**src/rtl/fetch_sequencer.sv**
```systemverilog
// fetch_sequencer: program counter and fetch controller that issues instruction-memory words downstream over valid/ready
`timescale 1ns/1ps
module fetch_sequencer #(
  parameter int ADDR_W   = 3,
  parameter int PROG_LEN = 7
) (
  input  logic              clk,
  input  logic              reset,
  input  logic              start,
  output logic [ADDR_W-1:0] counter,
  input  logic [31:0]       instr_in,
  output logic [31:0]       instr_out,
  output logic [ADDR_W-1:0] pc_out,
  output logic              instr_valid,
  input  logic              instr_ready,
  input  logic              redirect_valid,
  input  logic [ADDR_W-1:0] redirect_target,
  output logic              busy,
  output logic              done,
  output logic [7:0]        issued_count
);
  typedef enum logic [1:0] {IDLE, FETCH, ISSUE, DONE} state_t;
  localparam logic [ADDR_W:0]   prog_len_w = (ADDR_W+1)'(PROG_LEN);
  localparam logic [ADDR_W-1:0] last_idx   = ADDR_W'(PROG_LEN - 1);
  state_t state;
  assign busy = state == FETCH || state == ISSUE;
  assign done = state == DONE;
  always_ff @(posedge clk or posedge reset) begin
    if (reset) begin
      state        <= IDLE;
      counter      <= '0;
      instr_out    <= '0;
      pc_out       <= '0;
      instr_valid  <= 1'b0;
      issued_count <= '0;
    end else begin
      case (state)
        IDLE, DONE: if (start) begin
          state        <= FETCH;
          counter      <= '0;
          issued_count <= '0;
        end
        FETCH: begin
          instr_out   <= instr_in;
          pc_out      <= counter;
          instr_valid <= 1'b1;
          state       <= ISSUE;
        end
        ISSUE: if (instr_ready) begin
          issued_count <= issued_count + 8'd1;
          instr_valid  <= 1'b0;
          if (redirect_valid && {1'b0, redirect_target} < prog_len_w) begin
            counter <= redirect_target;
            state   <= FETCH;
          end else if (redirect_valid || pc_out == last_idx) begin
            state <= DONE;
          end else begin
            counter <= pc_out + 1'b1;
            state   <= FETCH;
          end
        end
      endcase
    end
  end
endmodule
```
**config.mk**
```make
export PLATFORM = sky130hd
export DESIGN_NAME = fetch_sequencer
export DESIGN_NICKNAME = d
export VERILOG_FILES = /design/src/rtl/fetch_sequencer.sv
export SDC_FILE = /design/constraint.sdc
export NUM_CORES = 1
export LEC_CHECK = 0
export ABC_AREA = 1
export BUFFER_PORTS_ARGS = -buffer_cell sky130_fd_sc_hd__buf_2
export CAP_MARGIN = 0
export CORE_ASPECT_RATIO = 1.75
export CORE_UTILIZATION = 45
export CTS_CLUSTER_SIZE = 10
export DETAILED_ROUTE_END_ITERATION = 6
export HOLD_SLACK_MARGIN = 0.1
export PLACE_DENSITY = 0.76
export SETUP_SLACK_MARGIN = 0.3
export SKIP_LAST_GASP = 1
export SYNTH_ARGS = -nofsm -noshare
export SYNTH_HDL_FRONTEND = slang
export SYNTH_SLANG_ARGS = --single-unit
```
**constraint.sdc**
```tcl
create_clock -name clk -period 1.87 [get_ports clk]
set_clock_uncertainty 0.15 [all_clocks]
set_input_delay 0.0935 -clock clk [delete_from_list [all_inputs] [get_ports clk]]
set_output_delay 0.0935 -clock clk [all_outputs]
set_load 0.02 [all_outputs]
```
* After elaboration in Yosys (flattened, before gate mapping)
Cells that the tools add are included.
** Word-level totals
- Register bits :: 49
- Input bits :: 40
- Output and inout port bits :: 49
- Logic and storage cells :: 42
** Operators by class
- $add $sub $neg :: 2
- $lt $le $gt $ge :: 1
- Equality and inequality tests :: 7
- Multiplexer cells :: 15
- Reduce and logical (&&, ||, !) cells :: 11
** Operator list (count)
- 8-bit 2-to-1 mux :: 2
- 8-bit one-hot mux with 2 select lines :: 1
- 3-bit 2-to-1 mux :: 4
- 8-bit by 1-bit adder with 8-bit output, second input constant :: 1
- 2-bit 2-to-1 mux :: 4
- 2-bit one-hot mux with 3 select lines :: 1
- 3-bit one-hot mux with 2 select lines :: 1
- 2-bit equality test, second input constant :: 2
- 2-bit inequality test, second input constant :: 2
- 2-bit AND reduction :: 2
- 4-bit AND reduction :: 1
- 2-bit nonzero test :: 2
- 3-bit by 1-bit adder with 3-bit output, second input constant :: 1
- 3-bit equality test, second input constant :: 1
- 3-bit less-than comparator, second input constant :: 1
- 3-bit inequality test, second input constant :: 1
- 3-bit AND reduction :: 1
- 2-bit by 1-bit equality test with 1-bit output, second input constant :: 1
- 2-bit logical NOT :: 1
- 1-bit logical OR :: 2
- 1-bit one-hot mux with 2 select lines :: 1
- 2-bit OR reduction :: 1
- 1-bit logical AND :: 1
- 1-bit 2-to-1 mux :: 1

* Logic depth before layout (Yosys ltp)
Gate-level depths: netlist (run 1).
- Word-level depth :: 6
- Gate-level depth with buffers :: 8
- Mapped depth without buffers :: 8

* Worst setup path after synthesis (run 1)
No wires, ideal clock.
- Path kind :: register to register
- From :: register state[0]
- To :: register issued_count[3]
- Library setup time :: 0.120 ns
- Arrival :: 1.285 ns
- Data required time :: 1.600 ns
- Setup slack :: 0.315 ns
- Cell stages (with the launch flop) :: 9
- Path buffers :: 0
- Clock period less this slack :: 1.555 ns
- Path through :: dfrtp_1 inv_1 ha_1 nand2_4 nand2_4 nor2_4 nand3_1 nand2_1 nor2_1
** Between the ends
- Longest elaborated chain between the ends :: 4
- Elaborated cells between the ends (all ways) :: 9
- Those cells by class :: eq/ne: 4; mux: 1; reduce/logical: 4
** RTL lines
- start: declaration :: RTL line 25 : state_t state;
- start signal: assignment :: RTL line 30 : state <= IDLE;
- start signal: assignment :: RTL line 39 : state <= FETCH;
- start signal: assignment :: RTL line 47 : state <= ISSUE;
- 2-bit equality test or 2-bit logical NOT (tied branches) :: RTL line 37 : case (state)
- 2-bit OR reduction :: RTL line 37
- 2-bit inequality test (no line) or 2-bit nonzero test (tied branches)
- 3-bit AND reduction (no line)
- end signal: assignment :: RTL line 50 : issued_count <= issued_count + 8'd1;
- end: declaration :: RTL line 20 : output logic [7:0] issued_count
Parallel ways exist; a longest one is shown, timed or not.
A chain may end at the register's enable or synchronous reset.

* Final worst setup path (run 1)
- From :: register state[1]
- To :: register issued_count[6]
The elaborated chain is that of the path after synthesis.

==> reports/results.txt, run 1 <==
PD cells = 1540 nW/µm²
CTS Buf Count = 5
xor and xnor area share after synthesis = 0.00395
via-per-instance ratio = 4.75
Synth cell types = 19
final setup TNS = 0 ps
Worst path max stage delay = 460 ps
Yosys top cell by area = dfrtp_1
dominant cells by area after synthesis = dfrtp_1 55%, nand2_1 24%, ha_1 4.0%
Port Buf Inserts = 88
DP HPWL = 3.74 mm
Slew HR = 0.709
TritonCTS clock tree = built
kind of critical path = reg -> reg
mux cell area share after synthesis = 0
Tightest Pin Transition = 436 ps
DRT iter0 DRCs = 52
Final ANT Viol Nets = 0
# IOs = 89
Post-Route WL = 5.81 mm
Vias = 2,156
Max Transition Viols Final = 0
Routed WL per cell = 12.8 µm
Die Y = 94.8 µm
worst reg-to-reg path cell count = 7
fill cell total of the finished layout = 383
critical path data arrival time = 1680 ps
reg2reg end = issued_count[6]$_DFFE_PP0P_
Synth Register Bits = 49
core area = 4710 µm²
Nets = 449
part of the cycle the worst path needs = 0.842
post-synthesis sequential area ratio = 0.553
Crit path top cell by count = nand2_4
final worst path period need = 1570 ps
mapped cell area = 2220 µm²
first-pass GRT wire length = 9.07 mm
Leakage = 1.87 nW
largest net degree at the start of global routing = 38
H-tree depth = 2
FF-to-FF setup slack = 300 ps
clock latency on the worst-skew pair = 300 ps
Area Overhead vs Synth = 48.4%
CP Cell Sequence = ha_4 > nand2_4 > nand2_4 > nor2_4 > buf_4 > nand4_1 > nand2_1
initial antenna violation count = 0
share of layout cells above drive strength 1 = 0.313
area share of the largest cell type after synthesis = 0.553
gpl congestion = 0.793
CP endpoint = issued_count[6]$_DFFE_PP0P_
Die Width = 55.0 µm
peak supply drop = 1.09 mV
Top Family by Delay on Critical Path = simple AND/OR/NAND/NOR gates
Clock Tree Root = clkbuf_8
Synth Net Count = 314
final hold viol count = 0
Reg-to-Reg Start = state[1]$_DFFE_PP0P_
Bufs and invs on worst path = 1
Reg area = 1230 µm²
endpoints failing setup = 0
Clock Sink Count = 49
GRT Resource Usage Total = 0.242
vias in the first global route = 2,030
TritonRoute pass-1 iters = 4
Synth Area in Adders = 0.0395
Longest Clk Path Bufs = 2
Die ar. = 5220 µm²
largest family of logic cells by synthesized area = simple AND/OR/NAND/NOR gates
CP endpoint kind = flop
Initial Utilization = 0.471
cell count along the critical path = 7
RSZ-0062 raised after global routing = yes
area of the multi-input gates = 931 µm²
row cnt = 33
fmax = 0.635 GHz
Worst Path Required = 1970 ps
# diodes = 0
average cell area after synthesis = 8.30 µm²
Slowest-stage cell, CP = dfrtp_2
outcome = finished, final reports clean
Worst Hold Class = in -> async
post-synthesis compound-gate area fraction = 0.0243
clock-pin slew on the worst setup and hold paths = 100 ps
Setup crit start = state[1]$_DFFE_PP0P_
DRC Markers = 0
Post-Synth Simple-Gate Area = 0.338
max cap viols = 0
global route overflow = 0
CP Max Fanout = 6
YS warnings = 0
Startpoint Class = flop
Syn Inst Count = 267
overall power = 5.07 mW
==> where the power goes <==
part           internal [mW]  switching, mW
Combinational          0.956           1.73
Sequential              1.49          0.250
Clock                  0.293          0.353
Total                   2.74           2.34
==> synth_stat cells, drive strengths merged <==
| master | instances |
|---|---|
| ha | 7 |
| inv | 16 |
| a21oi | 7 |
| clkbuf | 3 |
| nand2 | 148 |
| buf | 4 |
| xor2 | 1 |
| nand4 | 3 |
| nand3 | 11 |
| o21ai | 3 |
| nor2 | 15 |
| dfrtp | 49 |
==> metal layers <==
metal  routed length, µm  global-route usage
met2                3260               0.436
met3                 249              0.0515
met1                2170               0.262
met5                   0                   0
met4                 137              0.0917
==> cell usage in the layout, fill, tap and decap left out <==
cell           Yosys  routed
a21oi_1            6       6
a21oi_2            1       1
buf_12             0       1
buf_2              4      87
buf_4              0       7
buf_8              0       1
clkbuf_8           0       6
clkinvlp_4         0       1
dfrtp_1           49      48
dfrtp_2            0       1
dlygate4sd3_1      0      39
ha_1               7       5
ha_2               0       1
ha_4               0       1
inv_1             13       9
inv_2              3       6
inv_4              0       1
nand2_1          142     141
nand2_2            2       3
nand2_4            4       4
nand3_1           10      10
nand3_4            1       1
nand4_1            3       3
nor2_1            13      11
nor2_4             2       4
o21ai_0            2       2
o21ai_1            1       1
xor2_1             1       1
==> flip-flops by register name (all words and copies together) (netlist names) <==
register / cells
pc_out: 3
issued_count: 8
state: 2
counter: 3
instr_out: 32
instr_valid: 1
==> kinds of logic after synthesis <==
logic type	Yosys count
AOI/OAI and AO/OA	10
xor gates and xnor gates	1
adders and majority gates	7
buffers and inverters	23
DFF	49
and+or+nand+nor	177
==> tightest hold or removal path, stage by stage <==
cell           delay (ps)
dlygate4sd3_1         530
buf_2                 130
inv_2                 320
==> stage by stage <==
stage | hold slack [ps] | setup slack [ps] | instances | area (µm²) | util
2_1_floorplan | 56.2 | 315 | 267 | 2220 | -
3_3_place_gp | -33.1 | 246 | 404 | 2720 | 0.578
3_5_place_dp | -23.2 | 183 | 404 | 2720 | 0.578
4_1_cts | 211 | 297 | 451 | 3220 | 0.685
5_1_grt | 254 | 251 | 454 | 3290 | 0.699
6_report | 191 | 296 | 454 | 3290 | 0.699
==> worst min-delay path by stage <==
| stage | start | endpoint | slack, ps |
|---|---|---|---|
| after detailed placement | reset | instr_out[21]$_DFFE_PP0N_ | -20 |
| after global routing | reset | instr_out[7]$_DFFE_PP0N_ | 250 |
| final | reset | instr_out[10]$_DFFE_PP0N_ | 190 |
| after global placement | reset | instr_out[18]$_DFFE_PP0N_ | -30 |
| after floorplan | instr_in[5] | instr_out[5]$_DFFE_PP0N_ | 60 |
| after CTS | reset | instr_out[8]$_DFFE_PP0N_ | 210 |
==> timing repair <==
item                       4_1_cts  5_1_grt
hold endpoints to repair        87        0
setup endpoints to repair       12       44
buffers inserted                 1        3
resized for setup                5       13
hold buffers                    39        0
pin swaps                        2        8
==> final cells by class <==
cell class / count / share of cell area
inverters: 16 / 0.0190
well taps: 52 / 0.0198
clock inverters: 1 / 0.00228
repair buffers: 135 / 0.278
clock buffers: 6 / 0.0251
flip-flops and latches: 49 / 0.373
multi-input cells: 195 / 0.283
No activity file was read; power rests on OpenSTA's default activity.
==> inputs of run 2 (changes only) <==
--- a/config.mk
+++ b/config.mk
@@ -5,7 +5,7 @@
 export SDC_FILE = /design/constraint.sdc
 export NUM_CORES = 1
 export LEC_CHECK = 0
-export ABC_AREA = 1
+export ABC_AREA = 0
 export BUFFER_PORTS_ARGS = -buffer_cell sky130_fd_sc_hd__buf_2
 export CAP_MARGIN = 0
 export CORE_ASPECT_RATIO = 1.75
@@ -13,7 +13,7 @@
 export CTS_CLUSTER_SIZE = 10
 export DETAILED_ROUTE_END_ITERATION = 6
 export HOLD_SLACK_MARGIN = 0.1
-export PLACE_DENSITY = 0.76
+export PLACE_DENSITY = 0.77
 export SETUP_SLACK_MARGIN = 0.3
 export SKIP_LAST_GASP = 1
 export SYNTH_ARGS = -nofsm -noshare
==> constraint.sdc (replaced) <==
create_clock -name clk -period 1.5 [get_ports clk]
set_clock_uncertainty 0.15 [all_clocks]
set_input_delay 0.075 -clock clk [delete_from_list [all_inputs] [get_ports clk]]
set_output_delay 0.075 -clock clk [all_outputs]
set_load 0.02 [all_outputs]
==> run 2 against run 1 <==
  * The flow now finishes with violations (negative setup slack)
  * Sequential share of layout area decreased by 1.5 points
  * Fmax decreased by 2.9%
  * Register-to-register slack got worse by 420 ps
  * Total power increased by 33%
  * Largest power group unchanged
  * Cell count decreased by 19%
  * Sequential power increased by 26%
  * Non-clock buffer count increased by 10
  * Clock power increased by 54%
  * Die area decreased by 3.0%
  * Critical endpoint is now counter[0]$_DFFE_PP0P_
==> reports/results.txt, run 2 <==
outcome = finished with violations
failing checks = negative setup slack
overall power = 6.73 mW
Final ANT Viol Nets = 0
GRT Resource Usage Total = 0.254
share of layout cells above drive strength 1 = 0.553
final setup TNS = -3220 ps
Post-synth top cells = 49 x dfrtp_1, 34 x mux2_2, 21 x nand2_1
internal power = 4.10 mW
Die ar. = 5060 µm²
Worst Hold Class = in -> reg
most frequent cells in the layout = 85 x buf_2, 42 x dfrtp_1, 39 x dlygate4sd3_1, 34 x mux2_2, 18 x nand2_1
DRC Markers = 0
H-tree depth = 2
first-pass GRT wire length = 9.20 mm
via-per-instance ratio = 5.25
Die Width = 54.2 µm
Clock Tree Root = clkbuf_8
Nets = 364
max FFs per register = 32
peak supply drop = 1.52 mV
endpoints failing setup = 46
post-synthesis sequential area ratio = 0.571
max cap viols = 0
PD cells = 1950 nW/µm²
Die Y = 93.4 µm
worst reg-to-reg path cell count = 6
Yosys top cell by area = dfrtp_1
ys async rst share = 1.00
Synth Register Bits = 49
Top Registers = instr_out x32, issued_count x8
Slew HR = 0.826
# IOs = 89
largest net degree at the start of global routing = 50
dominant cells by area after synthesis = dfrtp_1 57%, mux2_2 18%, ha_1 4.1%
fmax = 0.617 GHz
area share of the largest cell type after synthesis = 0.571
Initial Utilization = 0.479
switching part of the total power = 0.391
worst setup margin = -120 ps
mapped cell area = 2150 µm²
Vias = 1,943
critical path data arrival time = 1720 ps
Routed WL per cell = 16.4 µm
final worst path period need = 1620 ps
Post-synth EDFFs = 0
vias in the first global route = 2,148
DP HPWL = 3.58 mm
Clock power frac = 0.148
average cell area after synthesis = 12.6 µm²
Main synth FF type = dfrtp_1
TritonCTS clock tree = built
Longest Clk Path Bufs = 2
CP Cell Sequence = inv_2 > ha_4 > nand2b_4 > nand4b_1 > nor2_2 > a22o_1
clock latency on the worst-skew pair = 300 ps
initial antenna violation count = 0
WHS Path Cells = 4
Leakage = 1.65 nW
part of the cycle the worst path needs = 1.08
DRT iter0 DRCs = 44
RSZ-0062 raised after global routing = yes
commonest non-fill, non-tap cell in the layout = buf_2
TritonRoute pass-1 iters = 4
hold buffers post-CTS = 39
Post-Route WL = 6.05 mm
Clock Sink Count = 49
Port Buf Inserts = 88
Tightest Pin Transition = 261 ps
Biggest register = instr_out
pre-CTS WS = -94.8 ps
Worst Path Required = 1600 ps
Area Overhead vs Synth = 60.5%
clock-pin slew on the worst setup and hold paths = 90 ps
YS warnings = 0
CTS Buf Count = 5
core area = 4480 µm²
Synth Net Count = 217
CP endpoint kind = flop
count leader, synth = dfrtp_1
kind of critical path = reg -> reg
Slowest-stage cell, CP = dfrtp_2
sequential share of power = 0.326
Startpoint Class = flop
gpl congestion = 0.753
final hold viol count = 0
power share of the combinational group = 0.526
final core occ = 0.769
Syn Inst Count = 170
CP Max Fanout = 4
row cnt = 32
net switching power = 2.63 mW
global route overflow = 0
Max Transition Viols Final = 0
Synth cell types = 29
Worst path max stage delay = 450 ps
-- run 2: changes by cell type in the layout (fill, tap and decap cells not counted), moves of 4 or more --
cell | previous run | this run
dfrtp_1 | 48 | 42
buf_6 | 0 | 8
mux2_2 | 0 | 34
nand2_1 | 141 | 18
o21ai_1 | 1 | 7
nor2_1 | 11 | 2
nand3_1 | 10 | 2
dfrtp_2 | 1 | 7
inv_1 | 9 | 3
inv_2 | 6 | 1
nor2_4 | 4 | 0
-- run 2: logic make-up after synthesis --
kind of cell / synth area share
AO/OA/AOI/OAI: 0.0822
XOR/XNOR: 0.00408
adder cells (fa/ha/maj): 0.0408
buffers and inverters: 0.0233
flip-flops: 0.571
multiplexers: 0.178
AND/OR/NAND/NOR: 0.100
-- run 2: layer usage --
metal  wire length, µm  vias to the layer above  share of wire  GRT usage
met1              1970                      955           0.33      0.219
met5                 0                        -              0          0
met4               208                        0          0.034      0.150
li1                  -                      890              -          -
met2              3570                       79           0.59      0.481
met3               301                       19          0.050     0.0569
-- run 2: worst paths after layout --
| check | startpoint | endpoint | slack (ps) |
|---|---|---|---|
| max | state[0]$_DFFE_PP0P_ | counter[0]$_DFFE_PP0P_ | -120 |
| min reg2reg | instr_out[18]$_DFFE_PP0N_ | instr_out[18]$_DFFE_PP0N_ | 360 |
| min in group asynchronous | reset | instr_out[0]$_DFFE_PP0N_ | 230 |
| min | instr_ready | state[0]$_DFFE_PP0P_ | 90 |
| max reg2reg | state[0]$_DFFE_PP0P_ | counter[0]$_DFFE_PP0P_ | -120 |
| max in group asynchronous | reset | issued_count[2]$_DFFE_PP0P_ | 730 |
-- run 2: layout make-up --
type,count,area (µm²)
Antenna cell,1,2.50
Clock buffer,6,82.6
Clock inverter,2,37.5
Fill cell,277,1040
Inverter,6,28.8
Multi-Input combinational cell,110,961
Sequential cell,49,1230
Tap cell,51,63.8
Timing Repair Buffer,145,1040
-- run 2: what timing repair did --
| action | CTS | global route |
|---|---|---|
| resized for setup | 16 | 18 |
| setup endpoints to repair | 51 | 53 |
| pin swaps | 5 | 10 |
| gates cloned | 0 | 0 |
| setup buffers | 2 | 5 |
| hold endpoints to repair | 89 | 1 |
-- run 2: power groups by stage --
stage	Combinational, mW	Clock [mW]	Sequential (mW)
final	3.54	0.993	2.19
after global routing	3.79	1.05	2.27
after CTS	3.34	1.00	2.17
after detailed placement	3.07	0	2.20
after global placement	3.02	0	2.18
after floorplan	1.47	0	2.81
-- run 2: metrics by stage --
| stage | cells | cell area (µm²) | hold WS [ps] |
|---|---|---|---|
| final | 370 | 3450 | 85.4 |
| after global routing | 369 | 3440 | 95.0 |
| after CTS | 364 | 3360 | 89.8 |
| after detailed placement | 315 | 2770 | 14.9 |
| after global placement | 315 | 2770 | 14.5 |
| after floorplan | 170 | 2210 | -39.2 |
-- run 2: critical path, delay by kind of cell, from the launching register on --
kind            cells  cell delay, ps
buf+inv             1              70
simple gates        3             520
flops               1             450
compound gates      1             160
fa+ha+maj           1             200
==> inputs of run 3 (changes only) <==
--- a/config.mk
+++ b/config.mk
@@ -6,6 +6,7 @@
 export NUM_CORES = 1
 export LEC_CHECK = 0
 export ABC_AREA = 0
+export ABC_CLOCK_PERIOD_IN_PS = 1500
 export BUFFER_PORTS_ARGS = -buffer_cell sky130_fd_sc_hd__buf_2
 export CAP_MARGIN = 0
 export CORE_ASPECT_RATIO = 1.75
@@ -14,6 +15,7 @@
 export DETAILED_ROUTE_END_ITERATION = 6
 export HOLD_SLACK_MARGIN = 0.1
 export PLACE_DENSITY = 0.77
+export REMOVE_ABC_BUFFERS = 1
 export SETUP_SLACK_MARGIN = 0.3
 export SKIP_LAST_GASP = 1
 export SYNTH_ARGS = -nofsm -noshare
==> run 3 against run 2 <==
  * The flow still finishes with violations (negative setup slack)
  * Setup slack gained 24 ps
  * Sequential power is essentially flat
  * Non-clock buffer count grew 8
  * Cell count grew 1.9%
  * Utilization grew 5.1 points
  * Sequential cell count is the same
  * Total power grew 9.5%
  * Hold slack lost 19 ps
  * Global-route usage shrank 0.13 points
  * Final area grew 6.6%
  * Critical path type unchanged
  * Critical endpoint is now issued_count[5]$_DFFE_PP0P_
  * Largest cell class unchanged
==> reports/results.txt, run 3 (synthesis gave the netlist of run 2 again) <==
Post-Route WL = 6.88 mm
power share of the combinational group = 0.595
row cnt = 32
Slowest-stage cell, CP = dfrtp_2
clock-pin slew on the worst setup and hold paths = 90 ps
Vias = 1,980
Top Family by Delay on Critical Path = flip-flops
internal power = 4.49 mW
global route overflow = 0
Leakage = 1.86 nW
fill cell total of the finished layout = 248
Endpoint, Worst Hold = counter[2]$_DFFE_PP0P_
Nets = 372
CTS Buf Count = 5
clock latency on the worst-skew pair = 300 ps
reg2reg end = issued_count[5]$_DFFE_PP0P_
Reg area = 1230 µm²
critical path data arrival time = 1630 ps
Top Registers = instr_out x32, issued_count x8
Slew HR = 0.830
Clock Sink Count = 49
Worst Hold Slack = 66.6 ps
final core occ = 0.820
Worst Hold Class = in -> reg
CP endpoint kind = flop
Tightest Pin Transition = 255 ps
TritonRoute pass-1 iters = 4
final hold viol count = 0
via-per-instance ratio = 5.25
Initial Utilization = 0.479
final worst path period need = 1600 ps
Routed WL per cell = 18.2 µm
largest net degree at the start of global routing = 28
fmax = 0.627 GHz
Longest Clk Path Bufs = 2
core area = 4480 µm²
CP Max Fanout = 4
part of the cycle the worst path needs = 1.06
Final ANT Viol Nets = 0
net switching power = 2.88 mW
RSZ-0062 raised after global routing = yes
commonest non-fill, non-tap cell in the layout = buf_2
max cap viols = 0
switching part of the total power = 0.391
Die Y = 93.4 µm
max FFs per register = 32
TritonCTS clock tree = built
peak supply drop = 1.54 mV
worst setup margin = -96.0 ps
outcome = finished with violations
failing checks = negative setup slack
pre-CTS WS = -209 ps
WHS Path Cells = 3
Startpoint Class = flop
Worst Path Required = 1530 ps
FF-to-FF setup slack = -100 ps
vias in the first global route = 1,998
Port Buf Inserts = 88
Biggest register = instr_out
# IOs = 89
area of the multi-input gates = 1090 µm²
initial antenna violation count = 0
worst reg-to-reg path cell count = 5
Die ar. = 5060 µm²
Reg-to-Reg Start = state[1]$_DFFE_PP0P_
GRT Resource Usage Total = 0.253
Worst path max stage delay = 460 ps
most frequent cells in the layout = 82 x buf_2, 48 x dfrtp_1, 39 x dlygate4sd3_1, 34 x mux2_4, 20 x nand2_1
Clock Tree Root = clkbuf_8
DRT iter0 DRCs = 41
share of layout cells above drive strength 1 = 0.543
gpl congestion = 0.755
sequential share of power = 0.300
Crit path top cell by count = a31oi_1
Area Overhead vs Synth = 71.2%
Clock power frac = 0.105
PD cells = 2000 nW/µm²
kind of critical path = reg -> reg
source of the worst hold timing path = redirect_valid
CP Cell Sequence = ha_4 > nand2b_4 > and4b_2 > a31oi_1 > a31oi_1
# diodes = 0
Max Transition Viols Final = 0
H-tree depth = 2
endpoints failing setup = 44
DRC Markers = 0
Bufs and invs on worst path = 0
DP HPWL = 3.70 mm
Die Width = 54.2 µm
first-pass GRT wire length = 9.06 mm
## run 3: cell types whose count changed in the layout (fill, tap and decap cells not counted), moves of 2 or more
cell       before  now
mux2_2         34    0
mux2_4          0   34
buf_6           8   14
dfrtp_1        42   48
dfrtp_2         7    1
o21ai_1         7    2
buf_2          85   82
clkbuf_16       0    3
o21ai_0         3    6
buf_4          10   12
nand2_1        18   20
o21ai_2         2    4
## run 3: worst max-delay path by stage
stage | start | to | slack [ps] | depth (start not counted)
final | state[1]$_DFFE_PP0P_ | issued_count[5]$_DFFE_PP0P_ | -100 | 5
after detailed placement | state[1]$_DFFE_PP0P_ | counter[1]$_DFFE_PP0P_ | -210 | 5
after global routing | state[0]$_DFFE_PP0P_ | issued_count[3]$_DFFE_PP0P_ | -140 | 5
after global placement | state[1]$_DFFE_PP0P_ | counter[2]$_DFFE_PP0P_ | -150 | 5
after CTS | state[0]$_DFFE_PP0P_ | counter[2]$_DFFE_PP0P_ | -40 | 6
after floorplan | state[1]$_DFFE_PP0P_ | instr_out[0]$_DFFE_PP0N_ | -580 | 3
## run 3: what timing repair did
action / CTS / global route
gates cloned: 0 / 4
hold buffers: 39 / 0
setup buffers: 5 / 2
endpoints found under the hold margin: 88 / 0
pin swaps: 5 / 4
resized for setup: 33 / 47
setup endpoints to repair: 56 / 56
## run 3: cell type report
type,count,share of cell area
Clock inverter,2,0.00408
Multi-Input combinational cell,110,0.296
Clock buffer,6,0.0197
Sequential cell,49,0.334
Timing Repair Buffer,153,0.322
Inverter,6,0.00681
Tap cell,51,0.0174
## run 3: power by group through the flow
stage	combinational (mW)	clock (mW)	sequential, mW
2_1_floorplan	1.28	0	2.79
4_1_cts	3.44	0.795	2.14
6_report	4.39	0.773	2.21
3_3_place_gp	3.02	0	2.14
3_5_place_dp	3.08	0	2.15
5_1_grt	4.62	0.837	2.27
## run 3: metal layers
| metal | share of wire | GRT usage | up-vias |
|---|---|---|---|
| li1 | - | - | 904 |
| met1 | 0.35 | 0.240 | 987 |
| met2 | 0.57 | 0.481 | 72 |
| met3 | 0.039 | 0.0504 | 17 |
| met4 | 0.034 | 0.109 | 0 |
| met5 | 0 | 0 | - |
## run 3: stage by stage
step	area, µm²	power, mW	std cells	setup TNS (ps)
2_1_floorplan	2120	4.06	165	-21660
3_3_place_gp	2770	5.16	319	-2820
3_5_place_dp	2770	5.23	319	-4260
4_1_cts	3410	6.37	371	-286
5_1_grt	3680	7.73	377	-2810
6_report	3680	7.37	377	-1810
## run 3: tightest hold or removal path: cells and delay by family
kind	cells	cell delay [ps]
compound gates	2	270
buf+inv	1	150
